==> src/rtl/float12_to_fixed_if.sv <==
// Handshake bundle for the float12 -> fixed-point decoder.
// Upstream words enter on *_i and results leave on *_o, both with valid/ready.
interface float12_to_fixed_if #(
    parameter int OUT_W = 16
);
    logic             valid_i;
    logic             ready_o;
    logic [11:0]      data_i;
    logic             relu_en_i;
    logic             valid_o;
    logic             ready_i;
    logic [OUT_W-1:0] data_o;
    logic             sat_o;

    modport master (
        output valid_i, data_i, relu_en_i, ready_i,
        input  ready_o, valid_o, data_o, sat_o
    );

    modport slave (
        input  valid_i, data_i, relu_en_i, ready_i,
        output ready_o, valid_o, data_o, sat_o
    );
endinterface

==> src/rtl/float12_to_fixed.sv <==
// Three-stage float12 (s|e5 bias 15|m6) to signed fixed-point converter.
// Stages: unpack, align, round/saturate/sign; one shared enable gives full backpressure.
module float12_to_fixed #(
    parameter int OUT_W  = 16,
    parameter int FRAC_W = 8
) (
    input logic                 clk_i,
    input logic                 rst_i,
    float12_to_fixed_if.slave   bus
);
    localparam int MAG_W = OUT_W + 8;
    localparam int SUM_W = OUT_W + 9;
    localparam logic signed [7:0] K_OFS = 8'(FRAC_W - 21);
    localparam logic signed [7:0] K_SAT = 8'(OUT_W);
    localparam logic [SUM_W-1:0]  NEG_LIM = {{(SUM_W-1){1'b0}}, 1'b1} << (OUT_W - 1);
    localparam logic [SUM_W-1:0]  POS_LIM = NEG_LIM - 1'b1;
    localparam logic [OUT_W-1:0]  MAX_POS = {1'b0, {(OUT_W-1){1'b1}}};
    localparam logic [OUT_W-1:0]  MIN_NEG = {1'b1, {(OUT_W-1){1'b0}}};

    logic w_en;

    logic              r_s1_v, r_s1_s, r_s1_zero, r_s1_relu;
    logic [5:0]        r_s1_m;
    logic signed [7:0] r_s1_k;

    logic              r_s2_v, r_s2_s, r_s2_relu, r_s2_rnd;
    logic [MAG_W-1:0]  r_s2_mag;

    logic              r_valid_o, r_sat_o;
    logic [OUT_W-1:0]  r_data_o;

    logic [6:0]        w_sig;
    logic [7:0]        w_nk;
    logic [7:0]        w_shr;
    logic [MAG_W-1:0]  w_mag;
    logic              w_rnd;
    logic [SUM_W-1:0]  w_magp;
    logic [OUT_W-1:0]  w_res;
    logic              w_sat;

    assign w_en        = bus.ready_i | ~r_valid_o;
    assign bus.ready_o = w_en;
    assign bus.valid_o = r_valid_o;
    assign bus.data_o  = r_data_o;
    assign bus.sat_o   = r_sat_o;

    assign w_sig = {1'b1, r_s1_m};
    assign w_nk  = 8'(-r_s1_k);

    // Left shifts at or beyond OUT_W always exceed full scale, so they clamp to all-ones
    always_comb begin
        w_mag = '0;
        w_rnd = 1'b0;
        w_shr = '0;
        if (!r_s1_zero) begin
            if (!r_s1_k[7]) begin
                if (r_s1_k >= K_SAT) w_mag = '1;
                else                 w_mag = MAG_W'(w_sig) << r_s1_k[5:0];
            end else begin
                w_shr = {w_sig, 1'b0} >> w_nk;
                w_mag = MAG_W'(w_shr[7:1]);
                w_rnd = w_shr[0];
            end
        end
    end

    assign w_magp = SUM_W'(r_s2_mag) + SUM_W'(r_s2_rnd);

    always_comb begin
        w_res = '0;
        w_sat = 1'b0;
        if (r_s2_s && r_s2_relu) begin
            w_res = '0;
        end else if (!r_s2_s) begin
            if (w_magp > POS_LIM) begin
                w_res = MAX_POS;
                w_sat = 1'b1;
            end else begin
                w_res = w_magp[OUT_W-1:0];
            end
        end else begin
            if (w_magp > NEG_LIM) begin
                w_res = MIN_NEG;
                w_sat = 1'b1;
            end else begin
                w_res = -w_magp[OUT_W-1:0];
            end
        end
    end

    always_ff @(posedge clk_i) begin
        if (rst_i) begin
            r_s1_v    <= 1'b0;
            r_s1_s    <= 1'b0;
            r_s1_zero <= 1'b1;
            r_s1_relu <= 1'b0;
            r_s1_m    <= '0;
            r_s1_k    <= '0;
            r_s2_v    <= 1'b0;
            r_s2_s    <= 1'b0;
            r_s2_relu <= 1'b0;
            r_s2_rnd  <= 1'b0;
            r_s2_mag  <= '0;
            r_valid_o <= 1'b0;
            r_data_o  <= '0;
            r_sat_o   <= 1'b0;
        end else if (w_en) begin
            r_s1_v    <= bus.valid_i;
            r_s1_s    <= bus.data_i[11];
            r_s1_zero <= (bus.data_i[10:6] == 5'd0);
            r_s1_relu <= bus.relu_en_i;
            r_s1_m    <= bus.data_i[5:0];
            r_s1_k    <= $signed({3'b000, bus.data_i[10:6]}) + K_OFS;
            r_s2_v    <= r_s1_v;
            r_s2_s    <= r_s1_s;
            r_s2_relu <= r_s1_relu;
            r_s2_rnd  <= w_rnd;
            r_s2_mag  <= w_mag;
            r_valid_o <= r_s2_v;
            r_data_o  <= w_res;
            r_sat_o   <= w_sat;
        end
    end
endmodule

==> src/flat_wrapper.sv <==
// flat-port wrapper written by rule: the top's interface ports become plain ports
module float12_to_fixed_flat 
#(
    parameter int OUT_W  = 16,
    parameter int FRAC_W = 8
)
  (clk_i, rst_i, bus_valid_i, bus_data_i, bus_relu_en_i, bus_ready_i, bus_ready_o, bus_valid_o, bus_data_o, bus_sat_o);
  float12_to_fixed_if #(.OUT_W(OUT_W)) bus_i ();
  input logic clk_i;
  input logic rst_i;
  input wire logic [$bits(bus_i.valid_i)-1:0] bus_valid_i;
  input wire logic [$bits(bus_i.data_i)-1:0] bus_data_i;
  input wire logic [$bits(bus_i.relu_en_i)-1:0] bus_relu_en_i;
  input wire logic [$bits(bus_i.ready_i)-1:0] bus_ready_i;
  output wire logic [$bits(bus_i.ready_o)-1:0] bus_ready_o;
  output wire logic [$bits(bus_i.valid_o)-1:0] bus_valid_o;
  output wire logic [$bits(bus_i.data_o)-1:0] bus_data_o;
  output wire logic [$bits(bus_i.sat_o)-1:0] bus_sat_o;
  assign bus_i.valid_i = bus_valid_i;
  assign bus_i.data_i = bus_data_i;
  assign bus_i.relu_en_i = bus_relu_en_i;
  assign bus_i.ready_i = bus_ready_i;
  assign bus_ready_o = bus_i.ready_o;
  assign bus_valid_o = bus_i.valid_o;
  assign bus_data_o = bus_i.data_o;
  assign bus_sat_o = bus_i.sat_o;
  float12_to_fixed #(.OUT_W(OUT_W), .FRAC_W(FRAC_W)) u_core (.clk_i(clk_i), .rst_i(rst_i), .bus(bus_i));
endmodule
==> config.mk <==
export PLATFORM = sky130hd
export DESIGN_NAME = float12_to_fixed_flat
export DESIGN_NICKNAME = d
export VERILOG_FILES = /design/src/rtl/float12_to_fixed_if.sv /design/src/rtl/float12_to_fixed.sv /design/src/flat_wrapper.sv
export SDC_FILE = /design/constraint.sdc
export NUM_CORES = 1
export LEC_CHECK = 0
export CAP_MARGIN = 10
export CORE_ASPECT_RATIO = 0.9
export CORE_MARGIN = 4
export CORE_UTILIZATION = 60
export CTS_BUF_LIST = sky130_fd_sc_hd__clkbuf_2 sky130_fd_sc_hd__clkbuf_4 sky130_fd_sc_hd__clkbuf_8
export DETAILED_ROUTE_END_ITERATION = 10
export PLACE_DENSITY = 0.82
export REMOVE_ABC_BUFFERS = 1
export SLEW_MARGIN = 20
export SYNTH_ARGS = -nofsm -noshare
export SYNTH_HDL_FRONTEND = slang
export SYNTH_SLANG_ARGS = --single-unit
==> constraint.sdc <==
create_clock -name clk_i -period 6.3 [get_ports clk_i]
set_input_delay 0.945 -clock clk_i [delete_from_list [all_inputs] [get_ports clk_i]]
set_output_delay 0.945 -clock clk_i [all_outputs]
set_load 0.01 [all_outputs]
# Word-level counts from Yosys, hierarchy flattened
# Index checks and enable logic that the tools add are counted.
[op_classes]
shifts = 2
muxes = 13
n_bitwise = 2
reduce_logical = 2
magnitude_cmp = 3
n_addsub = 4
[ops]
columns = ["operator", "count"]
rows = [
  ["two-way mux 24 bit", 3],
  ["two-way mux 16 bit", 4],
  ["adder 24 x 1 -> 25 bit", 1],
  ["> comparator 25 x 15 -> 1 bit, second input constant", 1],
  ["> comparator 25 x 16 -> 1 bit, second input constant", 1],
  ["<< shifter 7 x 6 -> 24 bit", 1],
  ["negation 16 bit", 1],
  [">= comparator 8 x 6 -> 1 bit, second input constant", 1],
  ["negation 8 bit", 1],
  [">> shifter 8 x 8 -> 8 bit", 1],
  ["adder 6 x 5 -> 7 bit, second input constant", 1],
  ["two-way mux 1 bit", 6],
  ["zero test 5 bit", 1],
  ["logical AND 1 bit", 1],
  ["inverter 1 bit", 1],
  ["bitwise OR 1 bit", 1],
]
[word_totals]
wordCells = 40
out_inout_bits = 19
in_bits = 17
reg_bits = 64

# Depth between registers and ports, before layout
# Gate-level depths: netlist of the first run.
[logic_depth]
ltp_word = 5
mapped_depth = 13
mapped_depth_nobuf = 12

# Worst setup path after synthesis of the first run
# Ideal clock, no wire load.
[synth_timing]
path_type = "register to register"
startpoint = "reg u_core.r_s2_mag[0]"
endpoint = "reg u_core.r_data_o[14] (netlist: u_core.bus.data_o[14])"
period_less_slack_ns = 3.346
n_path_buf = 0
path_slack_ns = 2.954
arrival_time_ns = 3.254
t_required_ns = 6.208
setup_time_ns = 0.092
stages_incl_launch_ff = 13
cell_sequence = "dfxtp_1 ha_1 ha_1 inv_1 ha_1 or4b_1 o31ai_1 o21ai_1 nor4b_2 a31oi_1 or2_2 o311a_1 nor4_1"
[synth_between]
elab_chain_len = 5
elab_cells_between_ends = 8
classes_between = "add/sub (2); order compare (2); mux (4)"
[synth_rtl]
columns = ["item", "line_no", "source"]
rows = [
  ["start, declared", "float12_to_fixed.sv:27", "logic [MAG_W-1:0] r_s2_mag;"],
  ["start signal, assigned", "float12_to_fixed.sv:118", "r_s2_mag <= w_mag;"],
  ["adder 24 x 1 -> 25 bit *", "float12_to_fixed.sv:67", "assign w_magp = SUM_W'(r_s2_mag) + SUM_W'(r_s2_rnd);"],
  ["> comparator 25 x 15 -> 1 bit (tied with other cells)", "float12_to_fixed.sv:75", "if (w_magp > POS_LIM) begin"],
  ["two-way mux 16 bit, on equally long branches", "float12_to_fixed.sv:75, float12_to_fixed.sv:82", ""],
  ["two-way mux 16 bit *", "float12_to_fixed.sv:74", "end else if (!r_s2_s) begin"],
  ["two-way mux 16 bit *", "float12_to_fixed.sv:72", "if (r_s2_s && r_s2_relu) begin"],
  ["end signal, assigned", "float12_to_fixed.sv:120", "r_data_o <= w_res;"],
  ["end, declared", "float12_to_fixed.sv:30", "logic [OUT_W-1:0] r_data_o;"],
]
# Every way passes the cells marked *; elsewhere a longest branch is shown, timed or not.
# A chain may end at the register's enable or synchronous reset.

# Worst setup path after layout of the first run
# Same ends and word-level chain as after synthesis.

==> key figures, run 1 <==
Run status
  – Status: complete, no violations

Flow run
  – Max Cap Viol: 0

Global routing
  – First-pass GRT wire length: 18.8 mm
  – Initial antenna violation count: 0
  – Global-route met2 utilization: 0.407
  – GRT busiest layer: met2
  – Total GRT Usage: 0.259
  – GRT met3 Usage: 0.0702
  – Pin count of the biggest net entering global routing: 59
  – Number of global-route vias before repair: 3966
  – GR Util met1: 0.353
  – Grt total ovfl: 0

Setup path
  – Critical R2R Capture: u_core.bus.data_o[14]$_SDFFE_PP0P_
  – Crit. Startpoint: u_core.r_s2_mag[0]$_SDFFE_PP0P_
  – Worst path bufs/invs: 1
  – Critical Path, Cell by Cell: ha_1, ha_1, inv_1, ha_1, or4b_1, o31ai_1, o21ai_1, nor4b_2, a31oi_1, or2_2, o311a_1, nor4_1
  – Worst endpoint required time: 6550 ps
  – RR Startpoint: u_core.r_s2_mag[0]$_SDFFE_PP0P_
  – Worst Setup EP: u_core.bus.data_o[14]$_SDFFE_PP0P_
  – CP delay by family, top: simple AND/OR/NAND/NOR gates
  – CP most frequent cell: ha_1
  – R2R depth: 12
  – Crit path arrival time: 4110 ps
  – Crit Path Category: reg -> reg
  – Crit-path slowest cell: nor4b_2
  – Startpoint Class: flop
  – Levels on crit path: 12
  – Reg-to-reg slack, setup: 2440 ps
  – Slowest cell delay on critical path: 520 ps
  – Crit path max fanout: 7
  – Crit path capture type: flop

Routing
  – 1st-pass router iterations: 7
  – DR WL/cell: 15.9 um
  – Vias post-DR: 4473
  – Post-DRT Antenna Nets: 0
  – Routed wire length: 11.2 mm
  – Drt drc: 0
  – Vias per Instance: 6.35
  – DR iter-0 viols: 315

Place
  – Post-DP HPWL: 7.73 mm
  – Post-Place Cells: 688
  – Final RePlAce weighted congestion: 0.949
  – Port-buffer cells: 35

Final layout
  – Final nets: 631
  – # diodes: 0
  – Most common cell after layout, fill and taps aside: nand2_1
  – Share of layout cells above drive strength 1: 0.0704
  – Layout area overhead: 11.8%
  – Commonest non-fill, non-tap cells in the layout: nand2_1, dfxtp_1, a21oi_1
  – Final Instance Count excl. Fillers: 704
  – Post-route core utilization: 0.694

Die
  – FP Rows: 29
  – Die ar.: 0.00879 mm2
  – Die Height: 89.4 um
  – Core footprint: 0.00711 mm2
  – Die X: 98.4 um
  – Ports: 36
  – Initial core utilization: 0.620

Clock tree
  – Num CTS Buffers: 9
  – Setup Fix Bufs, Post-CTS: 0
  – Clock sinks: 63
  – H-Tree Depth: 3
  – Clk Latency, worst-skew pair: 350 ps
  – CTS Root Cell: clkbuf_8
  – Reg clk slew, reported paths: 80 ps
  – Cts repair resizes: 0
  – Clock Path Buffers: 2
  – CTS tree: yes
  – Hold-fix buffers, CTS: 0

Logic synthesis
  – Synth cell types: 71
  – YS warnings: 0
  – Ys flop type: dfxtp_1
  – Syn Area/Cell: 7.33 um2
  – Seq/Total Area, Yosys: 0.286
  – Number of synthesized flops with an enable pin: 0
  – Cells after Synth: 602
  – Seq cells post-synth: 63
  – Synth Cell Area: 0.00441 mm2
  – Ys async rst share: 0

Timing
  – Clock Skew: 12.8 ps
  – FMAX: 259 MHz
  – Final Hold Vio Count: 0
  – Setup violations, final: 0
  – Minimum clock period: 3860 ps
  – Final Slew Violations: 0
  – Max-slew headroom: 0.352
  – Setup TNS Final: 0 ps
  – Slew @ Worst Pin: 963 ps
  – Final period util: 0.613
  – RSZ-0062 raised after global routing: no

Min path
  – Worst Hold Class: reg -> reg

Power and ir drop
  – Power Dens Cells: 252 mW/mm2
  – Leak: 1.81 nW
  – Maximum vdd drop: 0.184 mV
## report_power, final
part	switching, W	leakage [nW]	internal (W)
combinational	0.000160	1.17	0.000145
clock	0.000170	0.119	0.000278
sequential	0.0000529	0.520	0.000435
total	0.000382	1.81	0.000858
## state kept, by name (all words and copies together) (netlist names)
signal,count
u_core.r_s1_k,7
u_core.r_s1_zero,1
u_core.bus.data_o,16
u_core.r_s2_rnd,1
u_core.r_s2_s,1
u_core.r_s2_v,1
u_core.r_s1_m,6
u_core.r_s2_relu,1
u_core.r_s1_s,1
u_core.bus.sat_o,1
u_core.r_s2_mag,24
u_core.bus.valid_o,1
u_core.r_s1_v,1
u_core.r_s1_relu,1
## through the flow
step | setup slack (ps) | total power (W) | hold WS [ps] | cell area (um2)
2_1_floorplan | 1530 | 0.000686 | 426 | 4190
3_3_place_gp | 2740 | 0.000786 | 437 | 4680
3_5_place_dp | 2580 | 0.000794 | 443 | 4680
4_1_cts | 2470 | 0.00124 | 457 | 4930
5_1_grt | 2090 | 0.00131 | 472 | 4930
6_report | 2440 | 0.00124 | 454 | 4930
## metal layers
layer,up-vias,wire (um)
li1,2175,-
met1,2124,5100
met2,161,5090
met3,13,888
met4,0,114
met5,-,0
## cells in the mapped netlist (4+ instances only)
library cell | instances | share of area
o22ai_1 | 9 | 0.013
a22oi_1 | 5 | 0.0085
ha_1 | 8 | 0.023
nand3_1 | 22 | 0.025
o21ai_0 | 37 | 0.042
o31ai_1 | 8 | 0.014
dfxtp_1 | 63 | 0.29
nand4_1 | 12 | 0.017
nand2_1 | 92 | 0.078
xor2_1 | 8 | 0.016
and4_1 | 4 | 0.0079
inv_1 | 26 | 0.022
a21oi_1 | 53 | 0.060
clkbuf_1 | 28 | 0.024
a221oi_1 | 5 | 0.0099
a31oi_1 | 10 | 0.014
nand2b_1 | 4 | 0.0057
xnor2_1 | 27 | 0.054
buf_1 | 4 | 0.0034
nor3_1 | 16 | 0.018
a211oi_1 | 7 | 0.012
and3_1 | 7 | 0.0099
buf_4 | 5 | 0.0085
buf_2 | 4 | 0.0045
nor2_1 | 47 | 0.040
nor4_1 | 9 | 0.013
mux2i_1 | 9 | 0.020
## tightest hold or removal path: cells and delay by family (launching register included)
kind               cells  cell delay [ps]
AOI/OAI and AO/OA      1               50
DFF                    1              330
and+or+nand+nor        1               40
## how the worst min path moves through the flow
stage	to	cells past startpoint	from	slack [ps]
finish	u_core.bus.data_o[11]$_SDFFE_PP0P_	2	u_core.bus.data_o[11]$_SDFFE_PP0P_	450
global route	u_core.bus.data_o[15]$_SDFFE_PP0P_	2	u_core.bus.data_o[15]$_SDFFE_PP0P_	470
CTS	u_core.r_s1_v$_SDFFE_PP0P_	2	u_core.r_s1_v$_SDFFE_PP0P_	460
detailed placement	u_core.bus.data_o[11]$_SDFFE_PP0P_	2	u_core.bus.data_o[11]$_SDFFE_PP0P_	440
global placement	u_core.bus.data_o[5]$_SDFFE_PP0P_	2	u_core.bus.data_o[5]$_SDFFE_PP0P_	440
floorplan	u_core.r_s1_relu$_SDFFE_PP0P_	2	u_core.r_s1_relu$_SDFFE_PP0P_	430
## cell type report
cell class | count | area, um2
Sequential cell | 63 | 1260
Inverter | 26 | 97.6
Multi-Input combinational cell | 468 | 2840
Fill cell | 644 | 2180
Clock buffer | 11 | 145
Tap cell | 93 | 116
Timing Repair Buffer | 38 | 368
Clock inverter | 5 | 105
## cell families after synthesis
| logic type | Yosys count | synth area share |
|---|---|---|
| fa+ha+maj | 8 | 0.0227 |
| simple gates | 246 | 0.282 |
| xor+xnor | 35 | 0.0695 |
| flops | 63 | 0.286 |
| buf+inv | 71 | 0.0723 |
| mux | 12 | 0.0281 |
| compound gates | 167 | 0.239 |
Power figures use the tool's default switching activity.
==> run 2: changes to the inputs <==
clock period = 3.61 ns   (was 6.3 ns; I/O delays follow)
==> key figures, run 2 (synthesized netlist as in run 1, its figures left out) <==
Flow run
  – Max Cap Viol: 0 (unchanged)

Setup path
  – Worst endpoint required time: 3870 ps (was 6550 ps)
  – R2R depth: 12 (unchanged)
  – Worst Setup EP: u_core.bus.data_o[14]$_SDFFE_PP0P_ (unchanged)
  – Crit path capture type: flop (unchanged)
  – Crit Path Category: reg -> reg (unchanged)
  – Crit. Startpoint: u_core.r_s2_mag[0]$_SDFFE_PP0P_ (unchanged)
  – Crit path max fanout: 4 (was 7)
  – RR Startpoint: u_core.r_s2_mag[0]$_SDFFE_PP0P_ (unchanged)
  – Critical R2R Capture: u_core.bus.data_o[14]$_SDFFE_PP0P_ (unchanged)
  – Crit path arrival time: 3650 ps (was 4110 ps)
  – Reg-to-reg slack, setup: 220 ps (was 2440 ps)
  – Startpoint Class: flop (unchanged)

Clock tree
  – Clk Latency, worst-skew pair: 350 ps (about the same)
  – Hold-fix buffers, CTS: 0 (unchanged)
  – CTS tree: yes (unchanged)
  – Reg clk slew, reported paths: 70 ps (was 80 ps)
  – CTS Root Cell: clkbuf_8 (unchanged)
  – Clock sinks: 63 (unchanged)
  – H-Tree Depth: 3 (unchanged)
  – Clock Path Buffers: 2 (unchanged)
  – Num CTS Buffers: 9 (unchanged)

Place
  – Port-buffer cells: 35 (unchanged)
  – Post-DP HPWL: 8.76 mm (was 7.73 mm)
  – Placed cell areas: 0.00477 mm2 (was 0.00468 mm2)
  – Final RePlAce weighted congestion: 0.991 (was 0.949)
  – Post-Place Cells: 700 (was 688)

Global routing
  – Number of global-route vias before repair: 4240 (was 3966)
  – Grt total ovfl: 0 (unchanged)
  – First-pass GRT wire length: 20.8 mm (was 18.8 mm)
  – Total GRT Usage: 0.291 (was 0.259)
  – Initial antenna violation count: 0 (unchanged)
  – Pin count of the biggest net entering global routing: 46 (was 59)

Die
  – Die Height: 89.4 um (unchanged)
  – FP Rows: 29 (unchanged)
  – Core footprint: 0.00711 mm2 (unchanged)
  – Die ar.: 0.00879 mm2 (unchanged)
  – Die X: 98.4 um (unchanged)
  – Initial core utilization: 0.620 (unchanged)
  – Ports: 36 (unchanged)

Timing
  – Setup violations, final: 0 (unchanged)
  – FMAX: 295 MHz (was 259 MHz)
  – Clock Skew: 5.15 ps (was 12.8 ps)
  – Final period util: 0.939 (was 0.613)
  – RSZ-0062 raised after global routing: no (unchanged)
  – Slew @ Worst Pin: 993 ps (was 963 ps)
  – Final Hold Vio Count: 0 (unchanged)
  – Final Slew Violations: 0 (unchanged)
  – Minimum clock period: 3390 ps (was 3860 ps)
  – Max-slew headroom: 0.333 (was 0.352)

Routing
  – Routed wire length: 12.2 mm (was 11.2 mm)
  – Post-DRT Antenna Nets: 0 (unchanged)
  – Vias post-DR: 4502 (was 4473)
  – WL met2: 5.46 mm (was 5.09 mm)
  – Drt drc: 0 (unchanged)
  – DR iter-0 viols: 387 (was 315)
  – Metal-1 WL: 5.67 mm (was 5.10 mm)
  – Top Metal Used: met4 (unchanged)
  – DR WL/cell: 17.1 um (was 15.9 um)
  – Vias per Instance: 6.28 (was 6.35)
  – Met3 WL: 866 um (was 888 um)
  – 1st-pass router iterations: 5 (was 7)

Power and ir drop
  – Maximum vdd drop: 0.270 mV (was 0.184 mV)
  – Gate power share: 0.272 (was 0.246)
  – Pint: 0.00145 W (was 0.000858 W)
  – Clock network power share: 0.334 (was 0.361)
  – Register share of total power: 0.394 (about the same)
  – Sw Share: 0.322 (was 0.308)
  – Sw Pwr: 0.000686 W (was 0.000382 W)
  – Power Dens Cells: 424 mW/mm2 (was 252 mW/mm2)
  – Leak: 1.87 nW (was 1.81 nW)

Final layout
  – Sequential cell area: 0.00126 mm2 (unchanged)
  – Final Instance Count excl. Fillers: 717 (was 704)
  – Final instance area: 0.00503 mm2 (was 0.00493 mm2)
  – Largest reg by FF count: u_core.r_s2_mag (unchanged)
  – Multi-input logic area: 0.00286 mm2 (was 0.00284 mm2)
  – Final nets: 644 (was 631)
  – Number of flip-flops in the largest register: 24 (unchanged)
  – Share of layout cells above drive strength 1: 0.0946 (was 0.0704)
  – Layout area overhead: 14.0% (was 11.8%)
  – Commonest non-fill, non-tap cells in the layout: nand2_1, dfxtp_1, a21oi_1 (unchanged)
  – Most common cell after layout, fill and taps aside: nand2_1 (unchanged)
  – # diodes: 0 (unchanged)
  – Fillers: 624 (was 644)

Min path
  – Worst Hold Class: reg -> reg (unchanged)

Run status
  – Status: complete, no violations (unchanged)
==> run 2: routing by layer <==
metal | track usage | vias to the layer above
met5 | 0 | -
met4 | 0.100 | 0
met3 | 0.0679 | 24
met2 | 0.450 | 168
met1 | 0.400 | 2111
li1 | - | 2199
==> run 2: critical path, cell delays in order (launching register included) <==
cell and delay (ps):
dfxtp_1 320, ha_1 250, ha_4 240, inv_1 90, ha_1 210, or4b_1 440, o31ai_1 120, o21ai_1 210
nor4b_2 350, a31oi_1 190, or2_2 350, o311a_1 340, nor4_1 200
==> run 2: through the flow <==
stage	hold WS, ps	setup TNS, ps	worst slack, ps	power [W]	utilization
global placement	437	0	282	0.00140	0.671
detailed placement	441	0	193	0.00142	0.671
global route	481	0	70.4	0.00225	0.707
floorplan	426	-14530	-736	0.00120	-
finish	451	0	219	0.00213	0.707
CTS	455	0	105	0.00212	0.703
==> run 2: worst min path at each step <==
stage / end / depth (start not counted) / startpoint / slack, ps
global route: u_core.bus.data_o[11]$_SDFFE_PP0P_ / 2 / u_core.bus.data_o[11]$_SDFFE_PP0P_ / 480
detailed placement: u_core.bus.data_o[11]$_SDFFE_PP0P_ / 2 / u_core.bus.data_o[11]$_SDFFE_PP0P_ / 440
finish: u_core.r_s1_s$_SDFFE_PP0P_ / 2 / u_core.r_s1_s$_SDFFE_PP0P_ / 450
floorplan: u_core.r_s1_relu$_SDFFE_PP0P_ / 2 / u_core.r_s1_relu$_SDFFE_PP0P_ / 430
CTS: u_core.r_s1_s$_SDFFE_PP0P_ / 2 / u_core.r_s1_s$_SDFFE_PP0P_ / 450
global placement: u_core.bus.data_o[11]$_SDFFE_PP0P_ / 2 / u_core.bus.data_o[11]$_SDFFE_PP0P_ / 440
==> run 2: power groups by stage <==
stage / logic, W / clock network (W) / registers [W]
after floorplan: 0.000338 / 0 / 0.000859
after global placement: 0.000552 / 0 / 0.000848
after detailed placement: 0.000564 / 0 / 0.000853
after CTS: 0.000570 / 0.000718 / 0.000836
after global routing: 0.000642 / 0.000760 / 0.000851
final: 0.000581 / 0.000712 / 0.000840
==> run 2: what timing repair did <==
| action | 4_1_cts | 5_1_grt |
|---|---|---|
| endpoints found under the setup margin | 0 | 12 |
| resized for setup | 0 | 3 |
| setup buffers | 0 | 1 |
| hold endpoints to repair | 0 | 0 |
==> run 2: area by class of cell <==
cell class	instances	area share
timing repair buffer	51	0.0925
tap	93	0.0231
clock buffer	11	0.0288
sequential	63	0.251
inverter	26	0.0194
multi-input combinational	468	0.569
clock inverter	5	0.0162
==> run 3: changes to the inputs <==
CTS_CLUSTER_DIAMETER = 40   (was default)
clock period = 3.8 ns   (was 3.61 ns; I/O delays follow)
==> key figures, run 3 (synthesized netlist as in run 1, its figures left out) <==
Setup path
  – Crit path capture type: flop (unchanged)
  – Worst endpoint required time: 4060 ps (was 3870 ps)
  – Crit-path slowest cell: or4b_1 (unchanged)
  – Slowest cell delay on critical path: 450 ps (was 440 ps)
  – Startpoint Class: flop (unchanged)
  – Critical Path, Cell by Cell: ha_2, ha_1, inv_1, ha_1, or4b_1, o31ai_1, o21ai_2, nor4b_4, a31oi_1, or2_2, o311a_1, nor4_1 (was ha_1, ha_4, inv_1, ha_1, or4b_1, o31ai_1, o21ai_1, nor4b_2, a31oi_1, or2_2, o311a_1, nor4_1)
  – CP most frequent cell: ha_1 (unchanged)
  – Crit path max fanout: 7 (was 4)
  – Worst path bufs/invs: 1 (unchanged)
  – CP delay by family, top: simple AND/OR/NAND/NOR gates (unchanged)
  – Crit path arrival time: 3810 ps (was 3650 ps)
  – Crit Path Category: reg -> reg (unchanged)

Die
  – Ports: 36 (unchanged)
  – Die X: 98.4 um (unchanged)
  – Initial core utilization: 0.620 (unchanged)
  – Core footprint: 0.00711 mm2 (unchanged)
  – Die Height: 89.4 um (unchanged)
  – FP Rows: 29 (unchanged)
  – Die ar.: 0.00879 mm2 (unchanged)

Routing
  – Vias post-DR: 4463 (was 4502)
  – DR WL/cell: 15.8 um (was 17.1 um)
  – 1st-pass router iterations: 6 (was 5)
  – Post-DRT Antenna Nets: 0 (unchanged)
  – DR iter-0 viols: 458 (was 387)
  – Vias per Instance: 6.28 (about the same)
  – Drt drc: 0 (unchanged)
  – Routed wire length: 11.3 mm (was 12.2 mm)

Place
  – Final RePlAce weighted congestion: 0.942 (was 0.991)
  – Post-Place Cells: 696 (was 700)
  – Post-DP HPWL: 8.09 mm (was 8.76 mm)
  – Port-buffer cells: 35 (unchanged)

Timing
  – Slew @ Worst Pin: 767 ps (was 993 ps)
  – Final period util: 0.933 (was 0.939)
  – Minimum clock period: 3550 ps (was 3390 ps)
  – Clock Skew: 9.15 ps (was 5.15 ps)
  – FMAX: 282 MHz (was 295 MHz)
  – Setup violations, final: 0 (unchanged)
  – Final Hold Vio Count: 0 (unchanged)
  – Final Slew Violations: 0 (unchanged)
  – Max-slew headroom: 0.488 (was 0.333)

Final layout
  – Number of flip-flops in the largest register: 24 (unchanged)
  – Largest reg by FF count: u_core.r_s2_mag (unchanged)
  – Final Instance Count excl. Fillers: 711 (was 717)
  – # diodes: 0 (unchanged)
  – Share of layout cells above drive strength 1: 0.0874 (was 0.0946)
  – Final nets: 639 (was 644)
  – Post-route core utilization: 0.701 (was 0.707)
  – Layout area overhead: 13.0% (was 14.0%)
  – Commonest non-fill, non-tap cells in the layout: nand2_1, dfxtp_1, a21oi_1 (unchanged)
  – Most common cell after layout, fill and taps aside: nand2_1 (unchanged)

Clock tree
  – CTS Root Cell: clkbuf_8 (unchanged)
  – Reg clk slew, reported paths: 70 ps (about the same)
  – Clk Latency, worst-skew pair: 350 ps (about the same)
  – Setup Fix Bufs, Post-CTS: 0 (unchanged)
  – CTS tree: yes (unchanged)
  – Clock sinks: 63 (unchanged)
  – Num CTS Buffers: 9 (unchanged)
  – H-Tree Depth: 3 (unchanged)
  – Clock Path Buffers: 2 (unchanged)

Flow run
  – Max Cap Viol: 0 (unchanged)

Global routing
  – First-pass GRT wire length: 19.1 mm (was 20.8 mm)
  – Total GRT Usage: 0.265 (was 0.291)
  – Number of global-route vias before repair: 4031 (was 4240)
  – Pin count of the biggest net entering global routing: 46 (unchanged)
  – Initial antenna violation count: 0 (unchanged)
  – Grt total ovfl: 0 (unchanged)

Power and ir drop
  – Leak: 1.85 nW (was 1.87 nW)
  – Maximum vdd drop: 0.327 mV (was 0.270 mV)
  – Total power: 0.00199 W (was 0.00213 W)
  – Power Dens Cells: 399 mW/mm2 (was 424 mW/mm2)

Run status
  – Status: complete, no violations (unchanged)

Min path
  – Worst Hold Class: reg -> reg (unchanged)
run 3: cell count changes in the layout (fill, tap and decap cells not counted), sizes merged:
| cell | delta |
|---|---|
| buf | -5 |
| clkinvlp | -1 |
run 3: layer usage:
| layer | vias to the layer above | routed length, um | global-route usage | share of wire |
|---|---|---|---|---|
| met1 | 2114 | 5240 | 0.358 | 0.47 |
| li1 | 2191 | - | - | - |
| met5 | - | 0 | 0 | 0 |
| met3 | 17 | 792 | 0.0616 | 0.070 |
| met4 | 0 | 179 | 0.0893 | 0.016 |
| met2 | 141 | 5050 | 0.419 | 0.45 |
run 3: cell type report:
type | count | area, um2
repair buffers | 46 | 428
inverters | 26 | 97.6
fillers | 614 | 2130
well taps | 93 | 116
clock inverters | 4 | 70.1
flip-flops and latches | 63 | 1260
multi-input cells | 468 | 2870
clock buffers | 11 | 145
run 3: path summary, 6_finish.rpt:
kind / from / to / slack (ps) / cells after the start
max: u_core.r_s2_mag[0]$_SDFFE_PP0P_ / u_core.bus.data_o[14]$_SDFFE_PP0P_ / 250 / 12
max reg2reg: u_core.r_s2_mag[0]$_SDFFE_PP0P_ / u_core.bus.data_o[14]$_SDFFE_PP0P_ / 250 / 12
min: u_core.bus.data_o[4]$_SDFFE_PP0P_ / u_core.bus.data_o[4]$_SDFFE_PP0P_ / 450 / 2
min reg2reg: u_core.bus.data_o[4]$_SDFFE_PP0P_ / u_core.bus.data_o[4]$_SDFFE_PP0P_ / 450 / 2
run 3: through the flow:
| stage | hold WS (ps) | setup WS, ps | TNS [ps] | area, um2 |
|---|---|---|---|---|
| 6_report | 452 | 253 | 0 | 4980 |
| 5_1_grt | 480 | -29.5 | -29.5 | 4980 |
| 3_5_place_dp | 444 | 139 | 0 | 4740 |
| 2_1_floorplan | 426 | -574 | -8920 | 4190 |
| 3_3_place_gp | 437 | 329 | 0 | 4740 |
| 4_1_cts | 454 | 116 | 0 | 4960 |
run 3: tightest hold or removal path, cell delays in order, from the launching register on:
cell and delay, ps:
dfxtp_1 320, nand2_1 40, o21ai_0 50
run 3: power breakdown:
| part | leakage (nW) | switching [W] | internal (W) |
|---|---|---|---|
| combinational | 1.22 | 0.000283 | 0.000253 |
| sequential | 0.520 | 0.0000769 | 0.000722 |
| clock | 0.113 | 0.000266 | 0.000389 |
| total | 1.85 | 0.000626 | 0.00136 |
run 3: timing repair:
action / CTS / global route
setup endpoints to repair: 0 / 15
hold buffers: 0 / 0
resized for setup: 0 / 5
